===== src/rtl/rv32_fetch_pkg.sv =====
// Shared types and constants for the instruction fetch path.
package rv32_fetch_pkg;

  localparam logic [31:0] RESET_PC = 32'h0100_0000;

  typedef enum logic [1:0] {IDLE, WAIT, HOLD, ERR} fetch_state_e;

  typedef enum logic [1:0] {
    ERR_NONE     = 2'd0,
    ERR_MISALIGN = 2'd1,
    ERR_RANGE    = 2'd2,
    ERR_TIMEOUT  = 2'd3
  } err_code_e;

  // lim is the exclusive upper byte bound, one bit wider so it may reach 2^32.
  function automatic err_code_e addr_check(input logic [31:0] addr,
                                           input logic [31:0] base,
                                           input logic [32:0] lim);
    if (addr[1:0] != 2'b00) return ERR_MISALIGN;
    if ((addr < base) || ({1'b0, addr} >= lim)) return ERR_RANGE;
    return ERR_NONE;
  endfunction

endpackage


===== src/rtl/fetch_timer.sv =====
// Clear/enable cycle counter used to bound the wait for an IMEM acknowledge.
module fetch_timer #(
  parameter int unsigned TIMEOUT = 15
) (
  input  logic clk,
  input  logic rst,
  input  logic clr_i,
  input  logic en_i,
  output logic expired_o
);

  logic [7:0] count_q;

  always_ff @(posedge clk or posedge rst) begin
    if (rst)        count_q <= '0;
    else if (clr_i) count_q <= '0;
    else if (en_i)  count_q <= count_q + 8'd1;
  end

  assign expired_o = (count_q == 8'(TIMEOUT));

endmodule


===== src/rtl/instr_fetch_unit.sv =====
// Fetches the instruction word at each new PC from IMEM and hands it to decode.
module instr_fetch_unit
  import rv32_fetch_pkg::*;
#(
  parameter logic [31:0] IMEM_BASE  = RESET_PC,
  parameter int unsigned IMEM_WORDS = 1024,
  parameter int unsigned AW         = 10,
  parameter int unsigned TIMEOUT    = 15
) (
  input  logic          clk,
  input  logic          rst,
  input  logic [31:0]   pc_addr,
  input  logic          pc_update,
  output logic          imem_req,
  output logic [AW-1:0] imem_addr,
  input  logic [31:0]   imem_rdata,
  input  logic          imem_ack,
  output logic [31:0]   instr,
  output logic [31:0]   instr_pc,
  output logic [31:0]   next_pc,
  output logic          instr_valid,
  input  logic          instr_ready,
  output logic          fetch_err,
  output logic [1:0]    err_code,
  output logic          busy,
  output logic [31:0]   fetch_count
);

  localparam logic [32:0] IMEM_END = {1'b0, IMEM_BASE} + 33'(IMEM_WORDS) * 33'd4;

  fetch_state_e  state_q, state_d;
  logic [31:0]   pc_q, pc_d, instr_q, instr_d, ipc_q, ipc_d, cnt_q, cnt_d;
  logic [AW-1:0] addr_q, addr_d;
  logic          req_q, req_d, valid_q, valid_d, flush_q, flush_d, ferr_q, ferr_d;
  err_code_e     code_q, code_d, pend_q, pend_d, chk, ack_code;
  logic          launch, expired, tmr_en;
  logic [31:0]   launch_pc;

  assign chk      = addr_check(pc_addr, IMEM_BASE, IMEM_END);
  assign ack_code = pc_update ? chk : pend_q;

  always_ff @(posedge clk or posedge rst) begin
    if (rst) begin
      state_q <= IDLE;
      pc_q    <= '0;
      instr_q <= '0;
      ipc_q   <= '0;
      cnt_q   <= '0;
      addr_q  <= '0;
      req_q   <= 1'b0;
      valid_q <= 1'b0;
      flush_q <= 1'b0;
      ferr_q  <= 1'b0;
      code_q  <= ERR_NONE;
      pend_q  <= ERR_NONE;
    end else begin
      state_q <= state_d;
      pc_q    <= pc_d;
      instr_q <= instr_d;
      ipc_q   <= ipc_d;
      cnt_q   <= cnt_d;
      addr_q  <= addr_d;
      req_q   <= req_d;
      valid_q <= valid_d;
      flush_q <= flush_d;
      ferr_q  <= ferr_d;
      code_q  <= code_d;
      pend_q  <= pend_d;
    end
  end

  // WAIT with req low is the one-cycle gap before reissuing a redirected fetch.
  always_comb begin
    state_d = state_q;
    case (state_q)
      IDLE, ERR: if (pc_update) state_d = (chk == ERR_NONE) ? WAIT : ERR;
      WAIT: begin
        if (!req_q) begin
          if (pc_update && (chk != ERR_NONE)) state_d = ERR;
        end else if (imem_ack) begin
          if (flush_q || pc_update) begin
            if (ack_code != ERR_NONE) state_d = ERR;
          end else begin
            state_d = HOLD;
          end
        end else if (expired) begin
          state_d = ERR;
        end
      end
      HOLD: begin
        if (pc_update)        state_d = (chk == ERR_NONE) ? WAIT : ERR;
        else if (instr_ready) state_d = IDLE;
      end
      default: state_d = IDLE;
    endcase
  end

  always_comb begin
    pc_d      = pc_q;
    instr_d   = instr_q;
    ipc_d     = ipc_q;
    cnt_d     = cnt_q;
    addr_d    = addr_q;
    req_d     = req_q;
    valid_d   = valid_q;
    flush_d   = flush_q;
    ferr_d    = ferr_q;
    code_d    = code_q;
    pend_d    = pend_q;
    launch    = 1'b0;
    launch_pc = pc_addr;
    case (state_q)
      IDLE, ERR, HOLD: begin
        if ((state_q == HOLD) && instr_ready) begin
          cnt_d   = cnt_q + 32'd1;
          valid_d = 1'b0;
        end
        if (pc_update) begin
          valid_d = 1'b0;
          pc_d    = pc_addr;
          ferr_d  = (chk != ERR_NONE);
          code_d  = chk;
          launch  = (chk == ERR_NONE);
        end
      end
      WAIT: begin
        if (!req_q) begin
          if (pc_update) begin
            pc_d   = pc_addr;
            ferr_d = (chk != ERR_NONE);
            code_d = chk;
            launch = (chk == ERR_NONE);
          end else begin
            launch    = 1'b1;
            launch_pc = pc_q;
          end
        end else begin
          // A redirect only records the newest address; the outstanding read runs to its ack.
          if (pc_update) begin
            pc_d    = pc_addr;
            flush_d = 1'b1;
            pend_d  = chk;
          end
          if (imem_ack) begin
            req_d   = 1'b0;
            flush_d = 1'b0;
            if (flush_q || pc_update) begin
              ferr_d = (ack_code != ERR_NONE);
              code_d = ack_code;
            end else begin
              instr_d = imem_rdata;
              ipc_d   = pc_q;
              valid_d = 1'b1;
            end
          end else if (expired) begin
            req_d   = 1'b0;
            flush_d = 1'b0;
            ferr_d  = 1'b1;
            code_d  = ERR_TIMEOUT;
          end
        end
      end
      default: ;
    endcase
    if (launch) begin
      req_d  = 1'b1;
      addr_d = AW'((launch_pc - IMEM_BASE) >> 2);
    end
  end

  // Counting the launch cycle makes the count equal the number of WAIT cycles so far.
  assign tmr_en = launch || ((state_q == WAIT) && req_q && !imem_ack);

  fetch_timer #(.TIMEOUT(TIMEOUT)) u_timer (
    .clk       (clk),
    .rst       (rst),
    .clr_i     (!tmr_en),
    .en_i      (tmr_en),
    .expired_o (expired)
  );

  assign imem_req    = req_q;
  assign imem_addr   = addr_q;
  assign instr       = instr_q;
  assign instr_pc    = ipc_q;
  assign next_pc     = ipc_q + 32'd4;
  assign instr_valid = valid_q;
  assign fetch_err   = ferr_q;
  assign err_code    = code_q;
  assign busy        = (state_q != IDLE) && (state_q != ERR);
  assign fetch_count = cnt_q;

endmodule

===== config.mk =====
export PLATFORM = sky130hd
export DESIGN_NAME = instr_fetch_unit
export DESIGN_NICKNAME = d
export VERILOG_FILES = /design/src/rtl/rv32_fetch_pkg.sv /design/src/rtl/fetch_timer.sv /design/src/rtl/instr_fetch_unit.sv
export SDC_FILE = /design/constraint.sdc
export NUM_CORES = 1
export LEC_CHECK = 0
export BUFFER_PORTS_ARGS = -buffer_cell sky130_fd_sc_hd__buf_4
export CAP_MARGIN = 25
export CORE_MARGIN = 8
export CORE_UTILIZATION = 55
export DETAILED_ROUTE_END_ITERATION = 8
export PLACE_DENSITY = 0.84
export SLEW_MARGIN = 20
export SYNTH_ARGS = -nofsm -noshare
export SYNTH_HDL_FRONTEND = slang
export SYNTH_SLANG_ARGS = --single-unit

===== constraint.sdc =====
create_clock -name clk -period 11.9 [get_ports clk]
set_input_delay 0.595 -clock clk [delete_from_list [all_inputs] [get_ports clk]]
set_output_delay 0.595 -clock clk [all_outputs]
set_load 0.01 [all_outputs]

# ---- Word-level counts from Yosys, hierarchy flattened
# Index checks and enable logic that the tools add are counted.
dict set report word_totals {
  regBits 156
  input_bits 69
  word_cells 115
}
dict set report op_classes {
  add_sub_neg 4
  order_cmp 2
  eq_ne 15
  n_mux 53
  n_bitwise 1
  n_reduce_logical 27
}
# op n
set ops {}
lappend ops {{32-bit two-way mux} 2}
lappend ops {{2-bit two-way mux} 19}
lappend ops {{32-bit by 1-bit adder with 32-bit output, second input constant} 1}
lappend ops {{32-bit by 3-bit adder with 32-bit output, second input constant} 1}
lappend ops {{32-bit by 25-bit >= comparator with 1-bit output, second input constant} 1}
lappend ops {{32-bit by 25-bit less-than comparator with 1-bit output, second input constant} 1}
lappend ops {{1-bit two-way mux} 24}
lappend ops {{12-bit two-way mux} 2}
lappend ops {{12-bit by 1-bit subtractor with 12-bit output, second input constant} 1}
lappend ops {{2-bit inequality test, second input constant} 5}
lappend ops {{2-bit nonzero test} 5}
lappend ops {{3-bit inequality test, second input constant} 3}
lappend ops {{8-bit by 1-bit adder with 8-bit output, second input constant} 1}
lappend ops {{8-bit by 4-bit == test with 1-bit output, second input constant} 1}
lappend ops {{8-bit two-way mux} 1}
lappend ops {{4-bit inequality test, second input constant} 2}
lappend ops {{4-bit AND reduction} 2}
lappend ops {{1-bit one-hot mux with 2 select lines} 3}
lappend ops {{2-bit one-hot mux with 3 select lines} 1}
lappend ops {{2-bit AND reduction} 3}
lappend ops {{1-bit logical AND} 5}
lappend ops {{5-bit inequality test, second input constant} 1}
lappend ops {{5-bit AND reduction} 1}
lappend ops {{2-bit == test, second input constant} 2}
lappend ops {{11 further kinds} 14}

# ---- Depth between registers and ports, before layout
# Gate-level depths: netlist (run 1).
dict set report logic_depth {
  word_depth 13
  depth_mapped 9
}

# ---- Cells and area by module
# From an unflattened synthesis (run 1), not the netlist that was laid out.
dict set report hier_totals {
  hier_cells 577
  hier_area_um2 7159.4
}
# module instances cells_each area_each_um2 seq_area_each_um2
set by_module_without_submodules {}
lappend by_module_without_submodules {instr_fetch_unit 1 537 6751.5 3703.6}
lappend by_module_without_submodules {fetch_timer 1 40 407.9 200.2}

# ---- Least setup slack after synthesis (run 1)
# OpenSTA, ideal clock, no wires.
dict set report synth_path {
  kind {register to output}
  start {register ipc_q[4] (netlist: instr_pc[4])}
  end {output next_pc[28]}
  t_arrival_ns 1.704
  path_slack_ns 9.601
  stages_incl_launch_ff 7
  n_path_buf 1
  path_cell_list {dfrtp_1 -> and4_1 -> buf_4 -> nand4_4 -> or3_4 -> nor3_2 -> xor2_1}
}
dict set report synth_between {
  elab_chain_len 1
}
# item line
set synth_lines {}
lappend synth_lines {{start, declared} instr_fetch_unit.sv:32} ;# logic [31:0] pc_q, pc_d, instr_q, instr_d, ipc_q, ipc_d, cnt_q, cnt_d;
lappend synth_lines {{start signal, assigned} instr_fetch_unit.sv:60} ;# ipc_q <= ipc_d;
lappend synth_lines {{32-bit by 3-bit adder with 32-bit output} instr_fetch_unit.sv:186} ;# assign next_pc = ipc_q + 32'd4;
lappend synth_lines {{end, declared} instr_fetch_unit.sv:20} ;# output logic [31:0] next_pc,
# Every way passes these cells.

# ---- Final worst setup path (run 1)
dict set report layout_path {
  start {register ipc_q[4] (netlist: instr_pc[4])}
  end {output next_pc[25]}
}
# Same word-level chain as after synthesis.

==> results of run 1 <==
[per-stage QoR]
stage | setup slack (ns) | cells | hold slack [ns] | util
after detailed placement | 9.07 | 942 | 0.448 | 0.701
after CTS | 8.84 | 974 | 0.385 | 0.745
after global placement | 9.20 | 942 | 0.437 | 0.701
after global routing | 8.72 | 974 | 0.393 | 0.745
final | 8.86 | 974 | 0.359 | 0.745
after floorplan | 7.10 | 575 | 0.425 | -
[cell families (layout without fill, tap and decap cells)]
kind of cell             Yosys count  in the layout  share of synthesized area
flip-flops                       156            156                      0.545
multiplexers                     120            120                      0.185
AO/OA/AOI/OAI                     25             25                     0.0236
adder cells (fa/ha/maj)            7              7                     0.0122
buffers and inverters             45            272                     0.0288
XOR/XNOR                          65             65                     0.0795
AND/OR/NAND/NOR                  157            157                      0.126
[final timing paths]
| kind | startpoint | end | slack [ns] | depth (start not counted) |
|---|---|---|---|---|
| min in group clk | imem_rdata[23] | instr[23] | 0.41 | 2 |
| min | rst | fetch_count[31] | 0.36 | 2 |
| min reg2reg | fetch_count[31] | fetch_count[31] | 0.46 | 1 |
| max | instr_pc[4] | next_pc[25] | 8.86 | 6 |
| max in group asynchronous | rst | instr_pc[17] | 10.25 | 3 |
| max reg2reg | state_q[1] | state_q[1] | 9.46 | 8 |
[power groups by stage]
stage                     registers (W)  logic, W  clock network [W]
after detailed placement       0.000841  0.000781                  0
after floorplan                0.000871  0.000336                  0
after global placement         0.000830  0.000756                  0
final                          0.000835  0.000771           0.000506
after global routing           0.000857  0.000832           0.000537
after CTS                      0.000834  0.000784           0.000513
[cells in the mapped netlist, types with 2 or more instances]
master,count,area [um2]
nand4_4,2,42.5
nor3_1,3,15.0
xor2_1,24,210
mux2_2,97,1090
nor4_1,4,25.0
and3_1,12,75.1
ha_1,7,87.6
or3_1,3,18.8
mux2i_1,22,220
buf_1,3,11.3
and4_1,7,61.3
nor2_1,36,135
o21ai_0,6,30.0
nor4b_1,2,17.5
nand4_1,11,68.8
nor2b_1,2,12.5
dfrtp_1,156,3900
inv_1,24,90.1
nor3_2,7,70.1
xnor2_1,41,359
buf_4,4,30.0
nand2_1,34,128
a21oi_1,8,40.0
nand3_1,22,110
and2_1,5,31.3
buf_2,12,60.1
[registers in the layout, summed over array words and instances (netlist names), named ones only]
register,cells
instr_pc,32
u_timer.count_q,8
flush_q,1
imem_addr,10
pc_q,30
fetch_err,1
fetch_count,32
err_code,2
instr,32
pend_q,2
imem_req,1
state_q,2
instr_valid,1
[per-layer routing]
layer	up-vias	share of wire
met1	2595	0.39
met5	-	0
li1	2417	-
met4	0	0.020
met2	170	0.52
met3	27	0.067
[layout make-up]
type	count	area [um2]
tap	172	215
sequential	156	3900
multi-input combinational	374	3050
clock inverter	12	97.6
inverter	24	95.1
timing repair buffer	216	1620
fill	830	3230
clock buffer	20	457
[critical path, stage by stage, from the launching register on]
cell     delay (ns)
dfrtp_1        0.48
and4_1         0.39
nand3_1        0.22
or3_1          0.45
nor2_1         0.17
xor2_1         0.18
buf_4          0.14
[cells in the final DEF, fill, tap and decap left out, types with 3 or more instances in the layout]
| cell | netlist | routed |
|---|---|---|
| dfrtp_1 | 156 | 156 |
| nor3_2 | 7 | 7 |
| nand2_1 | 34 | 33 |
| o21ai_0 | 6 | 6 |
| ha_1 | 7 | 7 |
| nor2_1 | 36 | 36 |
| mux2_2 | 97 | 97 |
| mux2i_1 | 22 | 22 |
| nor4_1 | 4 | 4 |
| and2_1 | 5 | 5 |
| a21oi_1 | 8 | 8 |
| nor3_1 | 3 | 3 |
| xor2_1 | 24 | 24 |
| buf_4 | 4 | 216 |
| nand3_1 | 22 | 22 |
| and4_1 | 7 | 7 |
| or3_1 | 3 | 3 |
| inv_1 | 24 | 23 |
| clkinv_2 | 0 | 7 |
| and3_1 | 12 | 12 |
| nand4_1 | 11 | 11 |
| clkbuf_16 | 0 | 17 |
| xnor2_1 | 41 | 41 |
==> flow_summary.json, run 1 <==
{
  "status": "finished, final reports clean",
  "hold_path_class": "in2async",
  "clock-skew-final_ns": 0.00742,
  "fin_setup_tns_ns": 0,
  "fin_crit_ns": 3.04,
  "portBuffers": 212,
  "place_area_um2": 8890,
  "maxSlewViolCount": 0,
  "synth_edf_count": 0,
  "wl_per_cell_um": 18.1,
  "power_w": 0.00211,
  "cts_tree": "yes",
  "drt_wl_total_mm": 17.6,
  "drc": 0,
  "clkTransAtPathRegs_ns": 0.06,
  "synthToLayoutAreaGrowth_pct": 31.9,
  "syn_nets": 651,
  "grt_use_met3": 0.0555,
  "grt_max_degree": 95,
  "p_int_w": 0.00141,
  "postCtsSetupBuffers": 0,
  "pwr-share-seq": 0.395,
  "num_vias": 5209,
  "setup_viol": 0,
  "synth_area_um2": 7160,
  "grtUsageTotal": 0.212,
  "worst_pin_slew_ns": 0.851,
  "p_per_area_nw_per_um2": 224,
  "die_h_um": 130,
  "ys_seq_area_frac": 0.545,
  "viasPerCell": 5.35,
  "cts_num_sinks": 156,
  "drt_iter0_drc": 246,
  "grt_pass1_vias": 5435,
  "grt_overflow": 0,
  "hold_viol": 0,
  "core_area_um2": 12700,
  "ys_seq_elements": 156,
  "cts_root_buf": "clkbuf_16",
  "relSlewSlack": 0.433,
  "fin_nets": 865,
  "rows": 41,
  "drt_first_pass_iters": 4,
  "ant_nets": 0,
  "numCtsBuffers": 17,
  "clock_path_buffers": 2,
  "crit_path_max_fanout": 7,
  "crit_type": "reg2out",
  "hpwl_mm": 13.0,
  "ir_worst_vdd_uv": 134,
  "syn_inst": 575,
  "comb_power_share": 0.365,
  "gr-usage-met2": 0.372,
  "gr-usage-met1": 0.243,
  "htreeDepth": 4,
  "fmax_mhz": 329,
  "place_congestion": 0.828,
  "swShare": 0.332,
  "post-route-period-util": 0.256,
  "drive_gt1_frac": 0.454,
  "rsz0062_at_grt": "false",
  "cts_resized": 0,
  "avgSynthCellArea_um2": 12.4,
  "crit_arrival_ns": 2.45,
  "start_util": 0.565,
  "synth.yosys.warnings": 0,
  "clkLatencyLatePin_ns": 0.42,
  "ys.flop_type": "dfrtp_1",
  "p_clk_frac": 0.239,
  "cp.required_ns": 11.31,
  "antenna_found_initial": 0,
  "startpoint_type": "flip-flop",
  "grt_busiest_layer": "met2",
  "postCtsHoldBufs": 0,
  "grt_first_pass_wirelength_mm": 28.2,
  "ioPinCount": 213,
  "diodes": 0,
  "fp.dieW_um": 130,
  "p_sw_w": 0.000701,
  "dieArea_um2": 16900,
  "synth_cell_types": 47,
  "cp-end-kind": "output port",
  "synthArstFlopShare": 1.00,
  "cap_violations": 0,
  "final_area_um2": 9440,
  "p_leak_nw": 4.61
}
Note: power is estimated with default switching activity, not from simulation.
==> inputs of run 2 (changes only) <==
CORE_UTILIZATION = 47   (was 55)
PLACE_DENSITY = 0.77   (was 0.84)
clock period = 2.5 ns   (was 11.9 ns; I/O delays follow)
==> flow_summary.json, run 2 (synthesized netlist as in run 1, its figures left out) <==
{
  "start_util": 0.476,
  "grt_max_degree": 157,
  "grt_pass1_vias": 5890,
  "fin_nets": 933,
  "antenna_found_initial": 1,
  "startpoint_type": "flip-flop",
  "drt_first_pass_iters": 5,
  "cts_num_sinks": 156,
  "clkTransAtPathRegs_ns": 0.06,
  "wl_per_cell_um": 17.4,
  "grtUsageTotal": 0.193,
  "clock_path_buffers": 2,
  "hold_path_class": "in2reg",
  "clkLatencyLatePin_ns": 0.41,
  "dp_cells": 960,
  "clock-skew-final_ns": 0.0102,
  "grt_first_pass_wirelength_mm": 30.1,
  "fin_crit_ns": 2.37,
  "cts_tree": "yes",
  "hold_viol": 0,
  "die_h_um": 139,
  "setup_viol": 0,
  "cp-end-kind": "output port",
  "status": "finished, final reports clean",
  "viasPerCell": 5.12,
  "p_leak_nw": 4.93,
  "p_per_area_nw_per_um2": 1020,
  "rows": 45,
  "hpwl_mm": 12.9,
  "synthToLayoutAreaGrowth_pct": 43.1,
  "place_area_um2": 8950,
  "final_common_cell": "buf_4",
  "drc": 0,
  "cp.required_ns": 2.38,
  "fmax_mhz": 422,
  "crit_type": "reg2out",
  "maxSlewViolCount": 0,
  "crit_path_max_fanout": 6,
  "drt_iter0_drc": 184,
  "htreeDepth": 4,
  "cts_root_buf": "clkbuf_16",
  "portBuffers": 212,
  "drive_gt1_frac": 0.433,
  "final_area_um2": 10200,
  "core_area_um2": 15000,
  "fp.dieW_um": 139,
  "ir_worst_vdd_uv": 500,
  "numCtsBuffers": 17,
  "crit_arrival_ns": 2.24,
  "ioPinCount": 213,
  "final_cell_mix": "217 x buf_4, 148 x dfrtp_1, 97 x mux2_2",
  "worst_pin_slew_ns": 0.843,
  "cap_violations": 0,
  "post-route-period-util": 0.948,
  "num_vias": 5424,
  "drt_wl_total_mm": 18.4,
  "finalNonFillerCells": 1059,
  "ant_nets": 0,
  "grt_overflow": 0,
  "dieArea_um2": 19400,
  "relSlewSlack": 0.438,
  "place_congestion": 0.861
}
## run 2: changes by cell type in the layout (fill, tap and decap cells not counted), moves of 2 or more
cell,change
clkinv_2,-4
dfrtp_2,+8
buf_12,+2
clkinv_4,+3
dlygate4sd3_1,+65
clkbuf_8,-2
bufinv_16,+2
dfrtp_1,-8
## run 2: through the flow
stage / util / setup TNS, ns / power (W) / setup WS [ns] / hold slack (ns)
finish: 0.681 / 0 / 0.0104 / 0.131 / 0.0724
global route: 0.681 / -0.00309 / 0.0110 / -0.00309 / 0.115
CTS: 0.679 / 0 / 0.0105 / 0.00393 / 0.0363
detailed placement: 0.595 / 0 / 0.00773 / 0.251 / 0.362
global placement: 0.595 / 0 / 0.00758 / 0.360 / 0.358
floorplan: - / 0 / 0.00575 / 0.402 / 0.275
## run 2: area by class of cell
| class | instances | area [um2] |
|---|---|---|
| antenna | 1 | 2.50 |
| clock buffer | 19 | 433 |
| clock inverter | 13 | 166 |
| fill | 1070 | 4790 |
| inverter | 24 | 93.8 |
| multi-input combinational | 374 | 3080 |
| sequential | 156 | 3910 |
| tap | 188 | 235 |
| timing repair buffer | 284 | 2320 |
## run 2: worst max-delay path: stages (launching register included)
cell and delay [ns]:
dfrtp_1 0.44, and4_4 0.31, nand4_4 0.18, or3_4 0.45
nor3_2 0.14, xor2_1 0.17, buf_4 0.14
## run 2: repair_timing
item,CTS,global route
cloned,0,0
gates resized for setup,2,11
setup endpoints to repair,7,7
endpoints found under the hold margin,71,0
hold buffers,65,0
setup buffers,0,1
pin swaps,0,1
## run 2: where the power goes
part / switching, W / leakage, nW / internal, W / total (W)
sequential: 0.000718 / 1.94 / 0.00328 / 0.00400
clock: 0.00102 / 0.296 / 0.00158 / 0.00260
combinational: 0.00168 / 2.69 / 0.00212 / 0.00379
total: 0.00341 / 4.93 / 0.00698 / 0.0104
## run 2: metal layers
layer  up-vias  routed length [um]  GRT usage
li1       2553                   -          -
met2       172                9510      0.338
met1      2671                7430      0.214
met4         0                 416     0.0878
met3        28                1050     0.0534
met5         -                   0          0
## run 2: path summary, 6_finish.rpt
| path | from | endpoint | slack, ns | depth (start not counted) |
|---|---|---|---|---|
| min in group asynchronous | rst | instr_pc[30] | 0.52 | 4 |
| setup / recovery | instr_pc[6] | next_pc[28] | 0.13 | 6 |
| setup reg to reg | state_q[1] | state_q[1] | 0.20 | 7 |
| hold / removal | imem_ack | flush_q | 0.07 | 4 |
| max in group asynchronous | rst | instr_pc[13] | 1.27 | 4 |
| hold reg to reg | u_timer.count_q[0] | u_timer.count_q[0] | 0.47 | 1 |
==> inputs of run 3 (changes only) <==
CORE_MARGIN = 1.5   (was 8)
==> flow_summary.json, run 3 (synthesized netlist as in run 1, its figures left out) <==
{
  "p_int_w": 0.00706,
  "hpwl_mm": 12.2,
  "portBuffers": 212,
  "htreeDepth": 4,
  "antenna_found_initial": 0,
  "final_common_cell": "buf_4",
  "drt_wl_total_mm": 18.0,
  "crit_type": "reg2reg",
  "comb_power_share": 0.364,
  "place_congestion": 0.826,
  "p_sw_w": 0.00339,
  "fin_setup_tns_ns": 0,
  "grt_overflow": 0,
  "hold_path_class": "in2reg",
  "setup_viol": 0,
  "postLayoutCoreUtil": 0.699,
  "cts_tree": "yes",
  "clock-skew-final_ns": 0.0101,
  "start_util": 0.487,
  "grt_pass1_vias": 5611,
  "p_leak_nw": 4.94,
  "maxSlewViolCount": 0,
  "cts_num_sinks": 156,
  "grt_first_pass_wirelength_mm": 28.6,
  "viasPerCell": 5.20,
  "wl_met1_mm": 7.23,
  "fmax_mhz": 421,
  "pwr-share-seq": 0.383,
  "grtUsageTotal": 0.228,
  "drc": 0,
  "grt_max_degree": 75,
  "fp.dieW_um": 126,
  "cap_violations": 0,
  "synthToLayoutAreaGrowth_pct": 43.6,
  "core_area_um2": 14700,
  "ant_nets": 0,
  "crit_path_max_fanout": 11,
  "relSlewSlack": 0.552,
  "p_per_area_nw_per_um2": 1020,
  "crit_arrival_ns": 2.68,
  "fin_crit_ns": 2.38,
  "worst_pin_slew_ns": 0.671,
  "power_w": 0.0105,
  "worst_slack_ns": 0.122,
  "whs_ns": 0.0815,
  "dieArea_um2": 16000,
  "dr_wl_met3_um": 862,
  "route.met2.wl_mm": 9.56,
  "drt_first_pass_iters": 5,
  "fin_nets": 936,
  "swShare": 0.325,
  "p_clk_frac": 0.254,
  "diodes": 0,
  "final_cell_mix": "219 x buf_4, 150 x dfrtp_1, 97 x mux2_2",
  "rows": 44,
  "hold_viol": 0,
  "dp_worst_setup_slack_ns": 0.220,
  "cp.required_ns": 2.80,
  "status": "finished, final reports clean",
  "die_h_um": 126,
  "clock_path_buffers": 2,
  "clkLatencyLatePin_ns": 0.42,
  "startpoint_type": "flip-flop",
  "cts_root_buf": "clkbuf_16",
  "wl_per_cell_um": 17.0,
  "post-route-period-util": 0.951,
  "numCtsBuffers": 17,
  "ir_worst_vdd_uv": 549,
  "highest_layer": "met4",
  "clkTransAtPathRegs_ns": 0.06,
  "ioPinCount": 213,
  "num_vias": 5495,
  "drive_gt1_frac": 0.435,
  "cp-end-kind": "flip-flop",
  "drt_iter0_drc": 340
}
[run 3: cell count changes in the layout (fill, tap and decap cells not counted), sizes merged]
| cell | previous run | this run |
|---|---|---|
| buf | 219 | 222 |
| clkbuf | 19 | 21 |
| clkinv | 8 | 2 |
| clkinvlp | 1 | 5 |
| diode | 1 | 0 |
| inv | 25 | 24 |
[run 3: what timing repair did]
action | 4_1_cts | 5_1_grt
endpoints found under the hold margin | 87 | 0
hold buffers | 65 | 0
setup endpoints to repair | 7 | 7
resized for setup | 3 | 9
buffers inserted | 0 | 2
pin swaps | 0 | 1
[run 3: area by class of cell]
class                   count  area [um2]
fillers                  1014        4420
flip-flops and latches    156        3910
multi-input cells         374        3080
repair buffers            287        2350
clock buffers              21         470
well taps                 184         230
clock inverters            10         139
inverters                  24        93.8
[run 3: critical path, stage by stage (launching register included)]
cell	delay [ns]
dfrtp_1	0.40
inv_1	0.12
ha_1	0.38
nand3_1	0.21
nor4b_1	0.49
or3_1	0.24
a31oi_2	0.07
mux2_1	0.35
[run 3: power by group through the flow]
stage,logic [W],registers (W),clock network [W]
after global placement,0.00356,0.00394,0
after floorplan,0.00160,0.00415,0
after global routing,0.00409,0.00411,0.00279
final,0.00381,0.00400,0.00265
after detailed placement,0.00367,0.00401,0
after CTS,0.00377,0.00398,0.00268
[run 3: routing by layer]
layer | global-route usage | vias up
met5 | 0 | -
met4 | 0.0798 | 0
met3 | 0.0468 | 21
met2 | 0.414 | 177
met1 | 0.267 | 2740
li1 | - | 2557
[run 3: path summary, 6_finish.rpt]
kind,slack (ns),to,start,cells past startpoint
hold / removal,0.08,flush_q,imem_ack,4
setup / recovery,0.12,state_q[1],state_q[1],7
min in group asynchronous,0.37,fetch_count[13],rst,3
hold reg to reg,0.47,u_timer.count_q[0],u_timer.count_q[0],1
setup reg to reg,0.12,state_q[1],state_q[1],7
max in group asynchronous,1.34,instr_pc[5],rst,4
[run 3: stage by stage]
step,cells,instance area (um2)
floorplan,575,7160
global placement,958,8970
detailed placement,958,8970
CTS,1054,10200
global route,1056,10300
finish,1056,10300
